**config.mk**
```make
export PLATFORM = sky130hd
export DESIGN_NAME = dram_axi_master
export DESIGN_NICKNAME = d
export VERILOG_FILES = /design/src/rtl/dram_axi_pkg.sv /design/src/rtl/dram_axi_master_read_ch.sv /design/src/rtl/dram_axi_master.sv
export SDC_FILE = /design/constraint.sdc
export NUM_CORES = 1
export LEC_CHECK = 0
export ABC_CLOCK_PERIOD_IN_PS = 2700
export CAP_MARGIN = 20
export CORE_AREA = 3 3 295 297
export CTS_CLUSTER_SIZE = 28
export DETAILED_ROUTE_END_ITERATION = 12
export DIE_AREA = 0 0 298 300
export DONT_BUFFER_PORTS = 1
export PLACE_DENSITY = 0.3
export SETUP_SLACK_MARGIN = 0.2
export SLEW_MARGIN = 10
export SYNTH_ARGS = -nofsm -noshare
export SYNTH_HDL_FRONTEND = slang
export SYNTH_HIERARCHICAL = 1
export SYNTH_SLANG_ARGS = --single-unit
```
**constraint.sdc**
```tcl
create_clock -name s_axi_aclk -period 2.7 [get_ports s_axi_aclk]
set_input_delay 0.27 -clock s_axi_aclk [delete_from_list [all_inputs] [get_ports s_axi_aclk]]
set_output_delay 0.27 -clock s_axi_aclk [all_outputs]
set_load 0.02 [all_outputs]
```
**src/rtl/dram_axi_pkg.sv**
```systemverilog
// -----------------------------------------------------------------------------
// dram_axi_pkg
// Shared definitions for the DRAM command to AXI4 master bridge.
//   - rd_state_t / wr_state_t : read and write channel FSM encodings
//   - AXI_BURST_INCR, RESP_OKAY : fixed AXI field values
//   - axi_size()              : AxSIZE encoding for a given data bus width
// -----------------------------------------------------------------------------
package dram_axi_pkg;

    typedef enum logic [1:0] {
        R_IDLE = 2'd0,
        R_ADDR = 2'd1,
        R_DATA = 2'd2
    } rd_state_t;

    typedef enum logic [1:0] {
        W_IDLE = 2'd0,
        W_ADDR = 2'd1,
        W_DATA = 2'd2,
        W_RESP = 2'd3
    } wr_state_t;

    localparam logic [1:0] AXI_BURST_INCR = 2'b01;
    localparam logic [1:0] RESP_OKAY      = 2'b00;

    // Every beat uses the full bus, so AxSIZE is log2 of the bus width in bytes.
    function automatic logic [2:0] axi_size(input int data_width);
        return 3'($clog2(data_width / 8));
    endfunction

endpackage

```
**src/rtl/dram_axi_master_read_ch.sv**
```systemverilog
// -----------------------------------------------------------------------------
// dram_axi_read_ch
// Read half of the bridge: latches one read command, issues a single AXI4 INCR
// burst on AR, and forwards each R beat through a register stage to the
// consumer, honouring its buffer-full backpressure.
// Ports:
//   i_clk, i_rst_n              clock, asynchronous active-low reset
//   i_addr/i_len/i_en           read command (len = beats-1, en is a pulse)
//   o_data/o_data_valid         registered read beat, one pulse per beat
//   o_busy                      command in flight
//   i_buffer_full               consumer backpressure
//   o_err                       one-cycle pulse on bad RRESP or RLAST mismatch
//   o_ar*/i_arready             AXI4 read address channel (addr, len, valid)
//   i_r*/o_rready               AXI4 read data channel
// -----------------------------------------------------------------------------
module dram_axi_read_ch
    import dram_axi_pkg::*;
#(
    parameter int ADDR_W = 39,
    parameter int DATA_W = 128
) (
    input  logic              i_clk,
    input  logic              i_rst_n,
    input  logic [ADDR_W-1:0] i_addr,
    input  logic [7:0]        i_len,
    input  logic              i_en,
    output logic [DATA_W-1:0] o_data,
    output logic              o_data_valid,
    output logic              o_busy,
    input  logic              i_buffer_full,
    output logic              o_err,
    output logic [ADDR_W-1:0] o_araddr,
    output logic [7:0]        o_arlen,
    output logic              o_arvalid,
    input  logic              i_arready,
    input  logic [DATA_W-1:0] i_rdata,
    input  logic [1:0]        i_rresp,
    input  logic              i_rlast,
    input  logic              i_rvalid,
    output logic              o_rready
);

    rd_state_t         r_state;
    rd_state_t         w_state_next;
    logic [ADDR_W-1:0] r_addr;
    logic [7:0]        r_len;
    logic [7:0]        r_cnt;
    logic [DATA_W-1:0] r_data;
    logic              r_valid;
    logic              r_err;
    logic              w_r_hs;
    logic              w_last_beat;

    assign w_r_hs      = (r_state == R_DATA) && i_rvalid && o_rready;
    assign w_last_beat = (r_cnt == r_len);

    always_ff @(posedge i_clk or negedge i_rst_n) begin
        if (!i_rst_n) begin
            r_state <= R_IDLE;
        end else begin
            r_state <= w_state_next;
        end
    end

    // The burst ends on our own beat count, not on RLAST, so a misbehaving
    // slave cannot stall or prematurely end the command.
    always_comb begin
        w_state_next = r_state;
        case (r_state)
            R_IDLE:  if (i_en)                   w_state_next = R_ADDR;
            R_ADDR:  if (i_arready)              w_state_next = R_DATA;
            R_DATA:  if (w_r_hs && w_last_beat)  w_state_next = R_IDLE;
            default:                             w_state_next = R_IDLE;
        endcase
    end

    always_ff @(posedge i_clk or negedge i_rst_n) begin
        if (!i_rst_n) begin
            r_addr  <= '0;
            r_len   <= '0;
            r_cnt   <= '0;
            r_data  <= '0;
            r_valid <= 1'b0;
            r_err   <= 1'b0;
        end else begin
            r_valid <= w_r_hs;
            r_err   <= 1'b0;
            if (r_state == R_IDLE && i_en) begin
                r_addr <= i_addr;
                r_len  <= i_len;
                r_cnt  <= '0;
            end
            if (w_r_hs) begin
                r_data <= i_rdata;
                r_cnt  <= r_cnt + 8'd1;
                r_err  <= (i_rresp != RESP_OKAY) || (i_rlast != w_last_beat);
            end
        end
    end

    assign o_araddr     = r_addr;
    assign o_arlen      = r_len;
    assign o_arvalid    = (r_state == R_ADDR);
    assign o_rready     = (r_state == R_DATA) && !i_buffer_full;
    assign o_busy       = (r_state != R_IDLE);
    assign o_data       = r_data;
    assign o_data_valid = r_valid;
    assign o_err        = r_err;

endmodule

```
**src/rtl/dram_axi_master.sv**
```systemverilog
// -----------------------------------------------------------------------------
// dram_axi_master
// Bridges the image pipeline's simple DRAM read/write command ports to an AXI4
// master. Each command is a single INCR burst of len+1 full-width beats. Read
// and write channels are independent and may overlap.
// Ports:
//   s_axi_aclk, s_axi_aresetn        clock, asynchronous active-low reset
//   dram_read_*  / dram_buffer_full  read command, registered read beats, busy
//   dram_write_* (cmd, data source)  write command, beat handshake, busy
//   dram_error                       sticky error (bad RESP or RLAST mismatch)
//   m_axi_ar* / m_axi_r*             AXI4 read address / data channels
//   m_axi_aw* / m_axi_w* / m_axi_b*  AXI4 write address / data / response
// -----------------------------------------------------------------------------
module dram_axi_master
    import dram_axi_pkg::*;
#(
    parameter int DRAM_ADDR_WIDTH = 39,
    parameter int DRAM_DATA_WIDTH = 128
) (
    input  logic                         s_axi_aclk,
    input  logic                         s_axi_aresetn,
    input  logic [DRAM_ADDR_WIDTH-1:0]   dram_read_addr,
    input  logic [7:0]                   dram_read_len,
    input  logic                         dram_read_en,
    output logic [DRAM_DATA_WIDTH-1:0]   dram_read_data,
    output logic                         dram_read_data_valid,
    output logic                         dram_read_busy,
    input  logic                         dram_buffer_full,
    input  logic [DRAM_ADDR_WIDTH-1:0]   dram_write_addr,
    input  logic [7:0]                   dram_write_len,
    input  logic                         dram_write_en,
    input  logic [DRAM_DATA_WIDTH-1:0]   dram_write_data,
    input  logic                         dram_write_valid,
    output logic                         dram_write_ready,
    output logic                         dram_write_busy,
    output logic                         dram_error,
    output logic [DRAM_ADDR_WIDTH-1:0]   m_axi_araddr,
    output logic [7:0]                   m_axi_arlen,
    output logic [2:0]                   m_axi_arsize,
    output logic [1:0]                   m_axi_arburst,
    output logic                         m_axi_arvalid,
    input  logic                         m_axi_arready,
    input  logic [DRAM_DATA_WIDTH-1:0]   m_axi_rdata,
    input  logic [1:0]                   m_axi_rresp,
    input  logic                         m_axi_rlast,
    input  logic                         m_axi_rvalid,
    output logic                         m_axi_rready,
    output logic [DRAM_ADDR_WIDTH-1:0]   m_axi_awaddr,
    output logic [7:0]                   m_axi_awlen,
    output logic [2:0]                   m_axi_awsize,
    output logic [1:0]                   m_axi_awburst,
    output logic                         m_axi_awvalid,
    input  logic                         m_axi_awready,
    output logic [DRAM_DATA_WIDTH-1:0]   m_axi_wdata,
    output logic [DRAM_DATA_WIDTH/8-1:0] m_axi_wstrb,
    output logic                         m_axi_wlast,
    output logic                         m_axi_wvalid,
    input  logic                         m_axi_wready,
    input  logic [1:0]                   m_axi_bresp,
    input  logic                         m_axi_bvalid,
    output logic                         m_axi_bready
);

    localparam logic [2:0] BEAT_SIZE = axi_size(DRAM_DATA_WIDTH);

    logic w_rd_err;

    dram_axi_read_ch #(
        .ADDR_W (DRAM_ADDR_WIDTH),
        .DATA_W (DRAM_DATA_WIDTH)
    ) u_read_ch (
        .i_clk         (s_axi_aclk),
        .i_rst_n       (s_axi_aresetn),
        .i_addr        (dram_read_addr),
        .i_len         (dram_read_len),
        .i_en          (dram_read_en),
        .o_data        (dram_read_data),
        .o_data_valid  (dram_read_data_valid),
        .o_busy        (dram_read_busy),
        .i_buffer_full (dram_buffer_full),
        .o_err         (w_rd_err),
        .o_araddr      (m_axi_araddr),
        .o_arlen       (m_axi_arlen),
        .o_arvalid     (m_axi_arvalid),
        .i_arready     (m_axi_arready),
        .i_rdata       (m_axi_rdata),
        .i_rresp       (m_axi_rresp),
        .i_rlast       (m_axi_rlast),
        .i_rvalid      (m_axi_rvalid),
        .o_rready      (m_axi_rready)
    );

    assign m_axi_arsize  = BEAT_SIZE;
    assign m_axi_arburst = AXI_BURST_INCR;

    // ---------------- write channel ----------------
    // W_ADDR: AW outstanding, W beats may already flow.
    // W_DATA: AW done, W beats still flowing.
    // r_wdone remembers that the last W beat finished while AW was still
    // pending, so W_ADDR can go straight to W_RESP on the AW handshake.
    wr_state_t                 r_wstate;
    wr_state_t                 w_wstate_next;
    logic [DRAM_ADDR_WIDTH-1:0] r_waddr;
    logic [7:0]                r_wlen;
    logic [7:0]                r_wcnt;
    logic                      r_wdone;
    logic                      r_error;
    logic                      w_w_active;
    logic                      w_w_hs;
    logic                      w_w_last_hs;
    logic                      w_aw_hs;
    logic                      w_b_hs;
    logic                      w_wlast;

    assign w_w_active  = ((r_wstate == W_ADDR) || (r_wstate == W_DATA)) && !r_wdone;
    assign w_w_hs      = w_w_active && dram_write_valid && m_axi_wready;
    assign w_wlast     = (r_wcnt == r_wlen);
    assign w_w_last_hs = w_w_hs && w_wlast;
    assign w_aw_hs     = (r_wstate == W_ADDR) && m_axi_awready;
    assign w_b_hs      = (r_wstate == W_RESP) && m_axi_bvalid;

    always_ff @(posedge s_axi_aclk or negedge s_axi_aresetn) begin
        if (!s_axi_aresetn) begin
            r_wstate <= W_IDLE;
        end else begin
            r_wstate <= w_wstate_next;
        end
    end

    always_comb begin
        w_wstate_next = r_wstate;
        case (r_wstate)
            W_IDLE: if (dram_write_en) w_wstate_next = W_ADDR;
            W_ADDR: if (w_aw_hs)       w_wstate_next = (r_wdone || w_w_last_hs) ? W_RESP : W_DATA;
            W_DATA: if (w_w_last_hs)   w_wstate_next = W_RESP;
            W_RESP: if (m_axi_bvalid)  w_wstate_next = W_IDLE;
            default:                   w_wstate_next = W_IDLE;
        endcase
    end

    always_ff @(posedge s_axi_aclk or negedge s_axi_aresetn) begin
        if (!s_axi_aresetn) begin
            r_waddr <= '0;
            r_wlen  <= '0;
            r_wcnt  <= '0;
            r_wdone <= 1'b0;
            r_error <= 1'b0;
        end else begin
            if (r_wstate == W_IDLE && dram_write_en) begin
                r_waddr <= dram_write_addr;
                r_wlen  <= dram_write_len;
                r_wcnt  <= '0;
                r_wdone <= 1'b0;
            end
            if (w_w_hs) begin
                r_wcnt <= r_wcnt + 8'd1;
                if (w_wlast) begin
                    r_wdone <= 1'b1;
                end
            end
            if (w_rd_err || (w_b_hs && (m_axi_bresp != RESP_OKAY))) begin
                r_error <= 1'b1;
            end
        end
    end

    assign m_axi_awaddr     = r_waddr;
    assign m_axi_awlen      = r_wlen;
    assign m_axi_awsize     = BEAT_SIZE;
    assign m_axi_awburst    = AXI_BURST_INCR;
    assign m_axi_awvalid    = (r_wstate == W_ADDR);
    assign m_axi_wvalid     = w_w_active && dram_write_valid;
    assign m_axi_wdata      = w_w_active ? dram_write_data : '0;
    assign m_axi_wstrb      = '1;
    assign m_axi_wlast      = w_w_active && w_wlast;
    assign dram_write_ready = w_w_active && m_axi_wready;
    assign m_axi_bready     = (r_wstate == W_RESP);
    assign dram_write_busy  = (r_wstate != W_IDLE);
    assign dram_error       = r_error;

endmodule

```
Yosys cells after proc, flatten, opt, wreduce, memory -nomap -nowiden
Cells that the tools add are included.

Add/sub/neg operators: 2. Equality and inequality tests: 15. Muxes and demuxes: 19. Reduce and logical (&&, ||, !) cells: 31.

Operator list (number): two-way mux 128 bit (1); two-way mux 8 bit (4); adder 8 x 1 -> 8 bit, second input constant (2); == test 8 bit (2); logical AND 1 bit (15); two-way mux 2 bit (7); nonzero test 2 bit (6); inequality test 2 bit, second input constant (5); case mux 2 bit (4 select lines) (1); == test 2 bit, second input constant (3); case mux 2 bit (3 select lines) (1); two-way mux 1 bit (5); == test 2 x 1 -> 1 bit, second input constant (2); logical NOT 2 bit (2); logical OR 1 bit (4); inequality test 2 x 1 -> 1 bit, second input constant (2); AND reduction 4 bit (1); AND reduction 3 bit (1); logical NOT 1 bit (2); inequality test 1 bit (1).

Register bits after elaboration: 246. Input bits: 366. Output and inout port bits: 387. Logic and storage cells: 80.

Longest topological paths before layout
Gate-level depths: netlist (run 1).

Word-level depth: 10. Gate-level depth with buffers: 8. Gate-level depth less buffers: 7.

Cells and area by module
Netlist (run 1), hierarchy kept.

By module, submodules not included: dram_axi_read_ch (times used 1, cells an instance 808, area an instance 7164.4 sq um, seq. area each 4679.5 sq um); dram_axi_master (times used 1, cells an instance 359, area an instance 3617.2 sq um, seq. area each 1476.4 sq um).

Least setup slack after synthesis (run 1)
No wires, ideal clock.

Path type: register to register. From: register r_wstate[0]. To: register r_wstate[1]. Library setup time: 0.125 ns. Arrival: 1.834 ns. Data required time: 2.575 ns. Path slack: 0.741 ns. Stages on the path, launching flop included: 9. Path buffers: 1. Period minus slack after synthesis: 1.959 ns. Path through: dfrtp_1 -> inv_1 -> ha_1 -> nor2b_4 -> and3_1 -> buf_2 -> nand3_2 -> a21o_1 -> mux2_4.

Elaborated cells between the ends (all ways): 16. Classes of those cells: eq/ne (7); mux (1); reduce/logical (8).

RTL lines: start: declaration (RTL line dram_axi_master.sv:101) `wr_state_t r_wstate;`; start signal: assignment (RTL line dram_axi_master.sv:126) `r_wstate <= w_wstate_next;`; == test 2 bit, or another cell as far along (RTL line dram_axi_master.sv:132) `case (r_wstate)`; case mux 2 bit (4 select lines) * (RTL line dram_axi_master.sv:132); net w_wstate_next[1] (RTL line dram_axi_master.sv:102) `wr_state_t w_wstate_next;`.

Mark *: on every way through the listed nets, which the timed path passes. The rest lies on a longest branch. A chain may end at the register's enable or synchronous reset.

Worst setup path in the final report (run 1)
From: register r_wstate[0]. To: output m_axi_wdata[53].

Cells in the longest elaborated chain, start to end: 4. Elaborated cells between the ends (all ways): 5. Classes of those cells: eq/ne (2); mux (1); reduce/logical (2).

RTL lines: == test 2 x 1 -> 1 bit / == test 2 bit (equally long branches) (RTL line dram_axi_master.sv:115) `assign w_w_active = ((r_wstate == W_ADDR) || (r_wstate == W_DATA)) && !r_wdone;`; logical OR 1 bit * (RTL line dram_axi_master.sv:115); logical AND 1 bit * (RTL line dram_axi_master.sv:115); two-way mux 128 bit * (RTL line dram_axi_master.sv:173) `assign m_axi_wdata = w_w_active ? dram_write_data : '0;`; end: declaration (RTL line dram_axi_master.sv:54) `output logic [DRAM_DATA_WIDTH-1:0] m_axi_wdata,`.

Every way passes the cells marked *; elsewhere a longest branch is shown, timed or not.

==> run summary, run 1 <==
Dividing the detail-routed via count by the number of cells gives 3.51. Once the floorplan was initialized, standard cells occupied 12.7% of the core. The tools report the global routing usage summed across all routing layers as 12.2%.

The tools report the final worst clock skew as 0.0163 ns. Across the run, the number of max-cap violations was 0. The run gives 412 MHz as the upper clock frequency limit. The run gives 9501 as the via count of the first global-routing pass. The run gives -0.566 ns as the worst hold slack. For this run, design rule violations remaining after detail routing come to 0.

The flow ran to the end, but the final reports show violations. At the end of the flow, the number of nets in the layout was 1783. met2 is the most crowded layer.

For this run, the detailed router's first-pass iteration total came to 7. The mapped netlist covers 10800 sq um. The tools report the row count as 107. Most common flop cell mapped by yosys: dfrtp_1. Kind of start point of the critical path: a register. The clock latency on the worst-skew pair is 0.54 ns.

In this run the static leakage power is 7.45 nW. Setup repair after global routing could not meet its margin everywhere. TritonCTS built the clock tree. In the final layout, the share of cells above drive strength 1 is 16.1%. The type of the most critical hold path was input port to async pin. Setup slack on the worst reg-to-reg path comes out at 0.65 ns. The required time at the endpoint of the critical path is 2.43 ns, and the max-slew violation count is 0.

Capturing instance or port of the critical path: m_axi_wdata[53]. In the final routed layout, each cell accounts on average for 22.0 microns. For the max-slew headroom at the worst pin, the log shows 46.4%.

For the number of antenna violations at the first check in global routing, the log shows 69. The endpoint identified for the worst register-to-register timing path is u_read_ch/o_err. At the pin with the least slew margin, the transition time is 0.805 ns. The clock period could shrink to 2.43 ns.

The run gives 77300 microns as the wire length of the first global-routing pass. For the final routed database, the setup TNS stands at 0 ns. The routing usage on met2 is 23.7%. Launch instance of the worst register-to-register path: u_read_ch/o_arlen[2]. The wire-length estimate of the detail-placed layout is 44300 microns. The tools report the total routed wirelength as 57500 microns.

The die covers 89400 sq um. Counting distinct cell types in the post-synthesis netlist gives 44. Endpoint type of the worst setup path: an output port. The clock edge transition at the registers on the reported setup and hold paths came out at 0.06 ns. Share of synthesized flip-flops with an asynchronous set or reset: 100%. The worst-case IR drop observed on VDD is 0.581 mV.

The checks that failed: hold timing. The startpoint of the most critical setup path was r_wstate[0]. The number of primary I/O pins was 753; the ratio of final minimum period to clock period was 89.8%.

Leaving out fill and tap cells, the most frequent cell in the layout is nand2_1. The final estimated routing congestion in global placement was 0.921. During synthesis, Yosys emitted a total of 6 warnings. The final total power was 21.8 mW. After clock tree synthesis, the flow added hold-fix buffers numbering 227.

Measured along the x axis, the die boundary spans 298 microns. Count of buffers from port buffering: 0. Counting flops and latches in the post-synthesis netlist gives 246. The pin count of the biggest net entering global routing is 247, and the violation count after the first detailed-routing iteration is 484. The clock tree synthesis step divided the H-tree into 2 levels.

The library cells used most frequently in the layout, excluding fill and tap cells, are nand2_1, dfrtp_1, dlygate4sd3_1. In this run, synthesis inferred 0 flip-flops with an integrated enable. Global routing used 9.86% of the available met1 tracks. Global routing used 5.90% of the available met3 tracks. The number of buffers on the longest clock path is 3. The setup path with the least slack is of type register to output port. For this run the aggregate overflow at the end of global routing stands at 0. The layout overhead on the synthesized area works out to 49.3%. Power spread over the standard cell area amounts to 1350 nW/um^2. The worst reg2reg path depth is 5, and the number of buffers added by the clock tree synthesis step is 36. The total number of vias came out at 9177. CTS placed an instance of clkbuf_16 at the clock tree root. The logs give 246 for the final-report hold violation count and 0 for the residual antenna-violating net count after detailed routing. The total core area is 84900 sq um, and the sequential fraction of the synthesis area is 57.1%. The clock sink count is 246, and the count of endpoints failing setup in the final report is 0.

Data arrives at the worst endpoint at 2.16 ns. Dividing the synthesized area by the synthesized cell count gives 9.24 sq um. The number of cells produced by synthesis is 1167. The maximum fanout count along the critical path works out to 21. The die is 300 microns tall.
-- area by class of cell --
| type | count | area [sq um] |
|---|---|---|
| clock buffers | 49 | 1010 |
| repair buffers | 267 | 2770 |
| diodes | 35 | 87.6 |
| fillers | 9463 | 68800 |
| multi-input cells | 850 | 4390 |
| well taps | 1144 | 1430 |
| inverters | 9 | 36.3 |
| flip-flops and latches | 246 | 6160 |
| clock inverters | 11 | 206 |
-- registers in the layout, indices dropped and copies added, names as in the netlist --
signal and cells:
u_read_ch/o_data 128, m_axi_awaddr 39, u_read_ch/o_araddr 39, m_axi_awlen 8, r_wcnt 8, u_read_ch/o_arlen 8
u_read_ch/r_cnt 8, r_wstate 2, u_read_ch/r_state 2, dram_error 1, r_wdone 1, u_read_ch/o_data_valid 1
u_read_ch/o_err 1
-- cell families after synthesis --
family / count (synthesis) / share of synthesized area [%]
flip-flops: 246 / 57.1
multiplexers: 50 / 5.23
AND/OR/NAND/NOR: 719 / 29.2
AO/OA/AOI/OAI: 32 / 1.82
buffers and inverters: 95 / 4.44
other: 2 / 0.0697
XOR/XNOR: 16 / 1.30
adder cells (fa/ha/maj): 7 / 0.812
-- cell usage after synthesis (2+ instances only) --
| master | instances | area, sq um |
|---|---|---|
| nand2_1 | 548 | 2060 |
| dfrtp_1 | 246 | 6160 |
| and2_1 | 131 | 820 |
| mux2_2 | 47 | 529 |
| clkbuf_1 | 30 | 113 |
| buf_4 | 26 | 195 |
| buf_2 | 20 | 100 |
| o21ai_0 | 18 | 90.1 |
| buf_1 | 10 | 37.5 |
| inv_1 | 8 | 30.0 |
| nor2_1 | 8 | 30.0 |
| xnor2_1 | 8 | 70.1 |
| xor2_1 | 8 | 70.1 |
| ha_1 | 7 | 87.6 |
| nand3_1 | 6 | 30.0 |
| and3_1 | 5 | 31.3 |
| nand4_1 | 4 | 25.0 |
| and3_2 | 3 | 22.5 |
| a211oi_1 | 2 | 15.0 |
| a21o_1 | 2 | 15.0 |
| conb_1 | 2 | 7.51 |
| mux2i_1 | 2 | 20.0 |
| nand2b_1 | 2 | 12.5 |
| nor2b_1 | 2 | 12.5 |
| nor3_1 | 2 | 10.0 |
| nor4_4 | 2 | 42.5 |
-- stage by stage --
| stage | util (%) | instances | hold WS (ns) | area, sq um | worst slack [ns] |
|---|---|---|---|---|---|
| after CTS | 18.7 | 2571 | -0.620 | 15900 | 0.193 |
| after floorplan | - | 1191 | -0.0256 | 10900 | 0.741 |
| final | 19.0 | 2611 | -0.566 | 16100 | 0.275 |
| after detailed placement | 14.3 | 2276 | -0.0168 | 12100 | 0.483 |
| after global routing | 18.9 | 2602 | -0.618 | 16100 | 0.176 |
| after global placement | 14.3 | 2276 | -0.0155 | 12100 | 0.569 |
-- worst min path at each step --
stage	startpoint	endpoint	slack [ns]	cells after the start
6_report	s_axi_aresetn	u_read_ch/o_araddr[20]	-0.57	0
5_1_grt	s_axi_aresetn	u_read_ch/o_araddr[10]	-0.62	0
4_1_cts	s_axi_aresetn	u_read_ch/o_data[123]	-0.62	0
3_5_place_dp	s_axi_aresetn	u_read_ch/o_araddr[20]	-0.02	0
3_3_place_gp	s_axi_aresetn	u_read_ch/o_araddr[20]	-0.02	0
2_1_floorplan	s_axi_aresetn	dram_error	-0.03	0
-- where the power goes --
part	total [mW]	internal, mW	leakage, nW	switching, mW
combinational	7.77	3.19	3.80	4.58
clock	4.94	3.11	0.593	1.83
sequential	9.09	5.40	3.05	3.69
-- metal layers --
metal	vias up	wire, microns
met1	4357	16200
met2	497	31400
met3	189	5820
met4	36	3870
met5	-	246
li1	4098	-
-- repair_timing --
item	4_1_cts	5_1_grt
endpoints found under the setup margin	96	111
pin swaps	1	0
hold endpoints to repair	472	246
resized for setup	68	34
gates cloned	2	2
buffers inserted	6	3
-- critical path, cell delays in order, from the launching register on --
cell and delay, ns:
dfrtp_1 0.40, inv_2 0.09, ha_4 0.21, nor2b_4 0.13
buf_12 0.14, buf_12 0.12, bufbuf_16 0.27, and2_2 0.25
Power figures use the tool's default switching activity.
==> inputs of run 2 (changes only) <==
Settings changed: PLACE_DENSITY 0.3 to default, PLACE_DENSITY_LB_ADDON from default to 0.25.
==> run summary, run 2 (synthesized netlist as in run 1, its figures left out) <==
The completed layout was analyzed and its total power is 21.4 mW. At the end of routability-driven placement, the weighted congestion stood at 0.977. The post-route cell area is 16100 sq um. The logs give 246 for the clock sink count and 44700 microns for the placed wire-length estimate.

TritonCTS built the clock tree. The worst-path cell with the longest stage delay is dfrtp_1. The tools report the area of the die as 89400 sq um. Power spread over the standard cell area amounts to 1330 nW/um^2. Setup repair after global routing could not meet its margin everywhere. The run gives 9366 as the total number of vias. Data on the critical path is required at its endpoint by 2.43 ns. Fill cells in the final layout number 9432. The worst pin sits at a relative slew slack of 48.9%. The first global-routing pass estimated 78000 microns of wire.

The global routing usage summed across all routing layers is 12.2%, and the final sum of negative setup slack is 0 ns. For this run, design rule violations remaining after detail routing come to 0. Traced cell by cell, the critical path runs through inv_2 > ha_4 > nor2b_4 > buf_12 > and2_1 > buf_12. Of the cells placed in the final design, the portion with a size suffix greater than 1 is 16.4%. The launch instance of the worst register-to-register path is r_wstate[0]. Prior to clock tree synthesis, the placed netlist has a worst setup slack of 0.546 ns. The tightest min-delay check is of the input port to async pin type.

After detailed placement, the total cell area comes to 12300 sq um. Number of nets in the layout: 1793. The longest clock path from root to sink contains 3 buffers. Clock skew on the completed layout was measured at 0.0125 ns. The number of cells on the worst reg-to-reg path is 8. The final reports fail on hold timing. The number of H-tree levels is 1.

The initial utilization of the core area, before any placement, comes to 12.7%. The worst register-to-register path ends at r_wstate[1]. The tool flagged a number of max-cap violations equal to 0. CTS placed an instance of clkbuf_16 at the clock tree root. TritonCTS created 31 clock buffers. Summing all flip-flop and latch instances after layout gives 6160 sq um. The capturing instance or port of the critical path is m_axi_wdata[32]. The most numerous cell type found on the critical path is buf_12. The die span in y was 300 microns. The detail route stage leaves a number of antenna-violating nets equal to 0. Layout overhead on the synthesized area: 49.2%.

For this run, the slowest stage of the critical path takes 0.38 ns. The maximum fanout count along the critical path was 47; the number of hold buffers added after CTS was 227. After clock tree synthesis, the clock-pin slew on the worst setup and hold paths is 0.06 ns.

Dividing the detail-routed wire length by the instance count gives 21.9 microns. Clock latency on the worst-skew pair: 0.61 ns. The flow ran to the end, but the final reports show violations. Summed over all layers, the global routing overflow is 0.

The pin count of the biggest net entering global routing came out at 247. After layout, the worst setup slack is 0.228 ns. Leaving out fill and tap cells, the most frequent cell in the layout is nand2_1. The worst path needs 2.47 ns of the cycle, external delays included.

For this run, the top clock speed supported by timing is 405 MHz. The count of buffers from port buffering was 0. The tools report the row count as 107. The critical path is of the register to output port type. The pin slew with the least headroom to its limit was 0.767 ns. For the worst setup path, the data arrival time is 2.20 ns. The die is 298 microns wide. The tools report the max-slew violation count as 0.

In the layout the commonest cells are nand2_1, dfrtp_1, dlygate4sd3_1. The leakage power figure came out at 7.41 nW. The run gives 246 as the final-report hold violation count. For the via count of the first global-routing pass, the log shows 9675. Setup slack on the worst reg-to-reg path comes out at 0.51 ns.

The routed design has 58100 microns of wire. Kind of start point of the critical path: a register. The multi-input combinational cells in the finished layout cover a total of 4410 sq um. For this run, the detailed router's first-pass iteration total came to 5. The most critical setup path has its startpoint at r_wstate[0]. The endpoint type of the worst setup path is an output port. The worst hold slack is -0.630 ns. The total core area came out at 84900 sq um. In this run, the number of DRC markers left after iteration 0 of detailed routing was 570. Setup violations remaining at the end of the flow were counted as 0.

The number of primary I/O pins was 753; the flip-flop count of the largest register, all copies and words added was 128. For the highest ir drop seen on vdd, the log shows 0.628 mV. The tools report the number of antenna violations at the first check in global routing as 70. Detailed-route vias per instance: 3.53.

Once layout is complete, the utilization of the core stands at 19.0%. Of the available clock period, the critical path in the final layout requires 91.6%.
==> run 2: worst min path at each step <==
| stage | startpoint | to | slack, ns | cells after the start |
|---|---|---|---|---|
| 3_3_place_gp | s_axi_aresetn | u_read_ch/o_data[4] | -0.02 | 0 |
| 2_1_floorplan | s_axi_aresetn | dram_error | -0.03 | 0 |
| 4_1_cts | s_axi_aresetn | u_read_ch/o_araddr[9] | -0.68 | 0 |
| 5_1_grt | s_axi_aresetn | u_read_ch/o_data[5] | -0.69 | 0 |
| 3_5_place_dp | s_axi_aresetn | u_read_ch/o_data[4] | -0.02 | 0 |
| 6_report | s_axi_aresetn | u_read_ch/o_araddr[22] | -0.63 | 0 |
==> run 2: cell type report <==
cell class	instances	area share (%)
clock inverters	12	0.715
clock buffers	43	5.35
multi-input cells	850	27.4
flip-flops and latches	246	38.3
diodes	69	1.07
inverters	9	0.226
repair buffers	282	18.1
well taps	1144	8.90
==> run 2: worst max-delay path, delay by kind of cell (launching register included) <==
kind	cells	cell delay, ns
simple gates	2	0.47
buf+inv	3	0.43
flops	1	0.38
fa+ha+maj	1	0.30
==> run 2: metrics by stage <==
step,hold WS [ns],std cells
after floorplan,-0.0256,1191
after global placement,-0.0170,2290
after detailed placement,-0.0181,2290
after CTS,-0.682,2577
after global routing,-0.693,2653
final,-0.630,2655
==> run 2: per-layer routing <==
metal  GRT usage, %  vias up  routed length (microns)
met5              0        -                      114
met4           10.3       18                     5690
li1               -     4150                        -
met2           23.0      560                    30400
met3           5.50      180                     6180
met1           9.29     4458                    15700
==> run 2: repair_timing <==
action / in CTS / in global routing
hold endpoints to repair: 475 / 246
endpoints found under the setup margin: 131 / 131
cloned: 2 / 5
pin swaps: 0 / 2
buffers inserted: 3 / 4
gates resized for setup: 76 / 40
==> run 2: power by group <==
part           internal [mW]  total, mW  switching, mW
sequential              5.40       9.05           3.65
clock                   2.31       4.03           1.72
combinational           3.42       8.28           4.86
total                   11.1       21.4           10.2
==> inputs of run 3 (changes only) <==
Settings changed: CELL_PAD_IN_SITES_DETAIL_PLACEMENT from default to 1, CELL_PAD_IN_SITES_GLOBAL_PLACEMENT from default to 1.
==> run summary, run 3 (synthesized netlist as in run 1, its figures left out) <==
After clock tree synthesis, the clock-pin slew on the worst setup and hold paths is 0.06 ns. The tools report the number of DRC violations after detailed routing as 0. In the global route stage, overall resource usage came out at 14.0%. The number of antenna violations at the first check in global routing is 84.

The tools report the capturing instance or port of the critical path as m_axi_wdata[40]. The worst register-to-register path ends at r_wstate[1]. The run gives 49100 microns as the placed wire-length estimate. The most critical setup path has its startpoint at r_wstate[1]. The total routed wirelength was 65600 microns; the violation count after the first detailed-routing iteration was 459. The final worst clock skew was 0.0269 ns.

On the worst path, the slowest cell contributes a delay of 0.37 ns. The library cell used most frequently in the layout, excluding fill and tap cells, is nand2_1. The tools report the number of buffers added by the clock tree synthesis step as 35.

In the layout the commonest cells are nand2_1, dfrtp_1, dlygate4sd3_1. The startpoint identified for the worst register-to-register timing path is r_wstate[1]. The region available for standard cell placement spans 84900 sq um. The flow ran to the end, but the final reports show violations. The highest ir drop seen on vdd is 0.461 mV. For this run, the post-layout net count is 1834.

The signal on the critical path passes through inv_2 > ha_4 > nor2b_4 > buf_12 > clkbuf_16 > and2_1. Setup repair after global routing could not meet its margin everywhere. The checks that failed: hold timing. Summed over all cells, the static leakage comes to 7.74 nW. TritonCTS built the clock tree. Adding up every negative setup slack in the final design gives 0 ns. The worst-path cell with the longest stage delay was dfrtp_1. Once detail routing completed, the nets flagged for antenna violations numbered 0.

The number of hold buffers added after CTS was 226. The run gives 416 MHz as the upper clock frequency limit. The clock latency on the worst-skew pair is 0.54 ns. Critical setup path kind: register to output port. For this design the ratio of total power to cell area is 1420 nW/um^2. The layout cell share with drive strength beyond 1 is 15.4%. For the total number of vias, the log shows 9724. In this run the worst path has a maximum fanout of 8. The clock sink count is 246.

For the final estimated routing congestion in global placement, the log shows 0.904. The post-layout minimum cycle time was 2.40 ns; the worst reg2reg path depth was 8. The run gives 89400 sq um as the area of the die. The fill cell total of the finished layout is 9867. The logs give 12.7% for the initial core utilization and 0 for the number of violations of the max-capacitance limit. The internal power of the cells totals 12.5 mW. Entering global routing, the biggest net connects 247 pins. After detailed routing, the number of vias per cell comes to 3.65.

Required time at the endpoint of the critical path: 2.43 ns. The pin slew with the least headroom to its limit was 0.749 ns; the die span in y was 300 microns. The part of the total power dissipated in combinational logic was 41.0%; the width of the chip was 298 microns. Measured on the finished design, the core utilization comes to 19.7%. The initialized floorplan defines 107 standard-cell rows. The worst hold slack was -0.584 ns; the count of buffers from port buffering was 0. In this run the tightest slew margin relative to its limit is 50.0%. The setup slack on the worst flop-to-flop path is 0.55 ns, and the wire length of the first global-routing pass is 88600 microns. The detailed-routing iteration count for the pre-antenna-repair pass is 4, and the count of endpoints failing setup in the final report is 0.

In the final routed layout, each cell accounts on average for 24.6 microns. From synthesis to final layout, the design area changed by 55.1%. The endpoint type of the worst setup path is an output port.

No sink is reached through more buffers than the 3 on the longest clock path. The via count of the first global-routing pass was 10300. Net switching is 47.4% of the power. In the finished design, the share of the clock period the worst path needs comes to 89.0%. In this run, the clock network consumes 20.1% of the power. At the worst endpoint, the arrival time is 2.13 ns. The register with the most flip-flops in the layout has 128 of them. The tools report the net switching power figure as 11.2 mW. The overall overflow remaining after global route is 0, and the final-report hold violation count is 247.

Buffer type at the clock tree root: clkbuf_16. The max-slew violation count was 0; the number of H-tree levels was 2. The type of the most critical hold path is input port to async pin. Sequential cells burn 38.9% of the power. 753 I/O pins were placed. Kind of start point of the critical path: a register.
[run 3: cell types whose count changed in the layout (fill, tap and decap cells not counted), sizes merged]
cell         previous run  this run
buf                    52        91
bufinv                  1         2
clkbuf                 46        50
clkinv                  7         6
clkinvlp                3         5
diode                  69        35
dlygate4sd3           227       226
inv                    10        11
[run 3: area by class of cell]
type	instances	area, sq um	area share [%]
clock buffer	48	1020	6.08
sequential	246	6160	36.8
tap	1144	1430	8.56
antenna	35	87.6	0.524
inverter	9	36.3	0.217
timing repair buffer	319	3530	21.1
multi-input combinational	850	4300	25.7
clock inverter	15	160	0.958
[run 3: worst min path at each step]
stage,from,endpoint,slack [ns],cells past startpoint
floorplan,s_axi_aresetn,dram_error,-0.03,0
global placement,s_axi_aresetn,u_read_ch/o_data[119],-0.02,0
detailed placement,s_axi_aresetn,u_read_ch/o_data[119],-0.02,0
CTS,s_axi_aresetn,u_read_ch/o_data[119],-0.64,0
global route,s_axi_aresetn,u_read_ch/o_araddr[10],-0.63,0
finish,s_axi_aresetn,u_read_ch/o_data[119],-0.58,0
[run 3: repair_timing]
item,CTS,global route
buffers inserted,6,0
pin swaps,1,0
gates cloned,5,3
endpoints found under the setup margin,131,79
resized for setup,17,12
endpoints found under the hold margin,471,246
[run 3: per-layer routing]
| layer | part of all wire (%) | GRT usage (%) | up-vias | wire length, microns |
|---|---|---|---|---|
| met3 | 11 | 6.92 | 205 | 7080 |
| met4 | 4.8 | 5.34 | 28 | 3150 |
| met5 | 0.33 | 0 | - | 214 |
| li1 | - | - | 4218 | - |
| met2 | 55 | 27.7 | 550 | 36000 |
| met1 | 29 | 11.8 | 4723 | 19100 |
[run 3: power groups by stage]
stage / sequential (mW) / clock (mW) / combinational [mW]
detailed placement: 9.35 / 0 / 8.00
global placement: 9.35 / 0 / 7.81
CTS: 9.30 / 5.00 / 9.45
floorplan: 8.45 / 0 / 5.08
global route: 9.47 / 5.17 / 10.4
finish: 9.21 / 4.76 / 9.72
[run 3: per-stage QoR]
stage / power (mW) / area, sq um / worst slack, ns / std cells
final: 23.7 / 16700 / 0.296 / 2666
after global routing: 25.0 / 16700 / 0.186 / 2651
after CTS: 23.8 / 16500 / 0.195 / 2628
after detailed placement: 17.4 / 12900 / 0.523 / 2328
after global placement: 17.2 / 12900 / 0.539 / 2328
after floorplan: 13.5 / 10900 / 0.741 / 1191
[run 3: worst max-delay path, delay by kind of cell, from the launching register on]
family | cells | cell delay, ns
flops | 1 | 0.37
simple gates | 2 | 0.50
fa+ha+maj | 1 | 0.27
buf+inv | 3 | 0.43
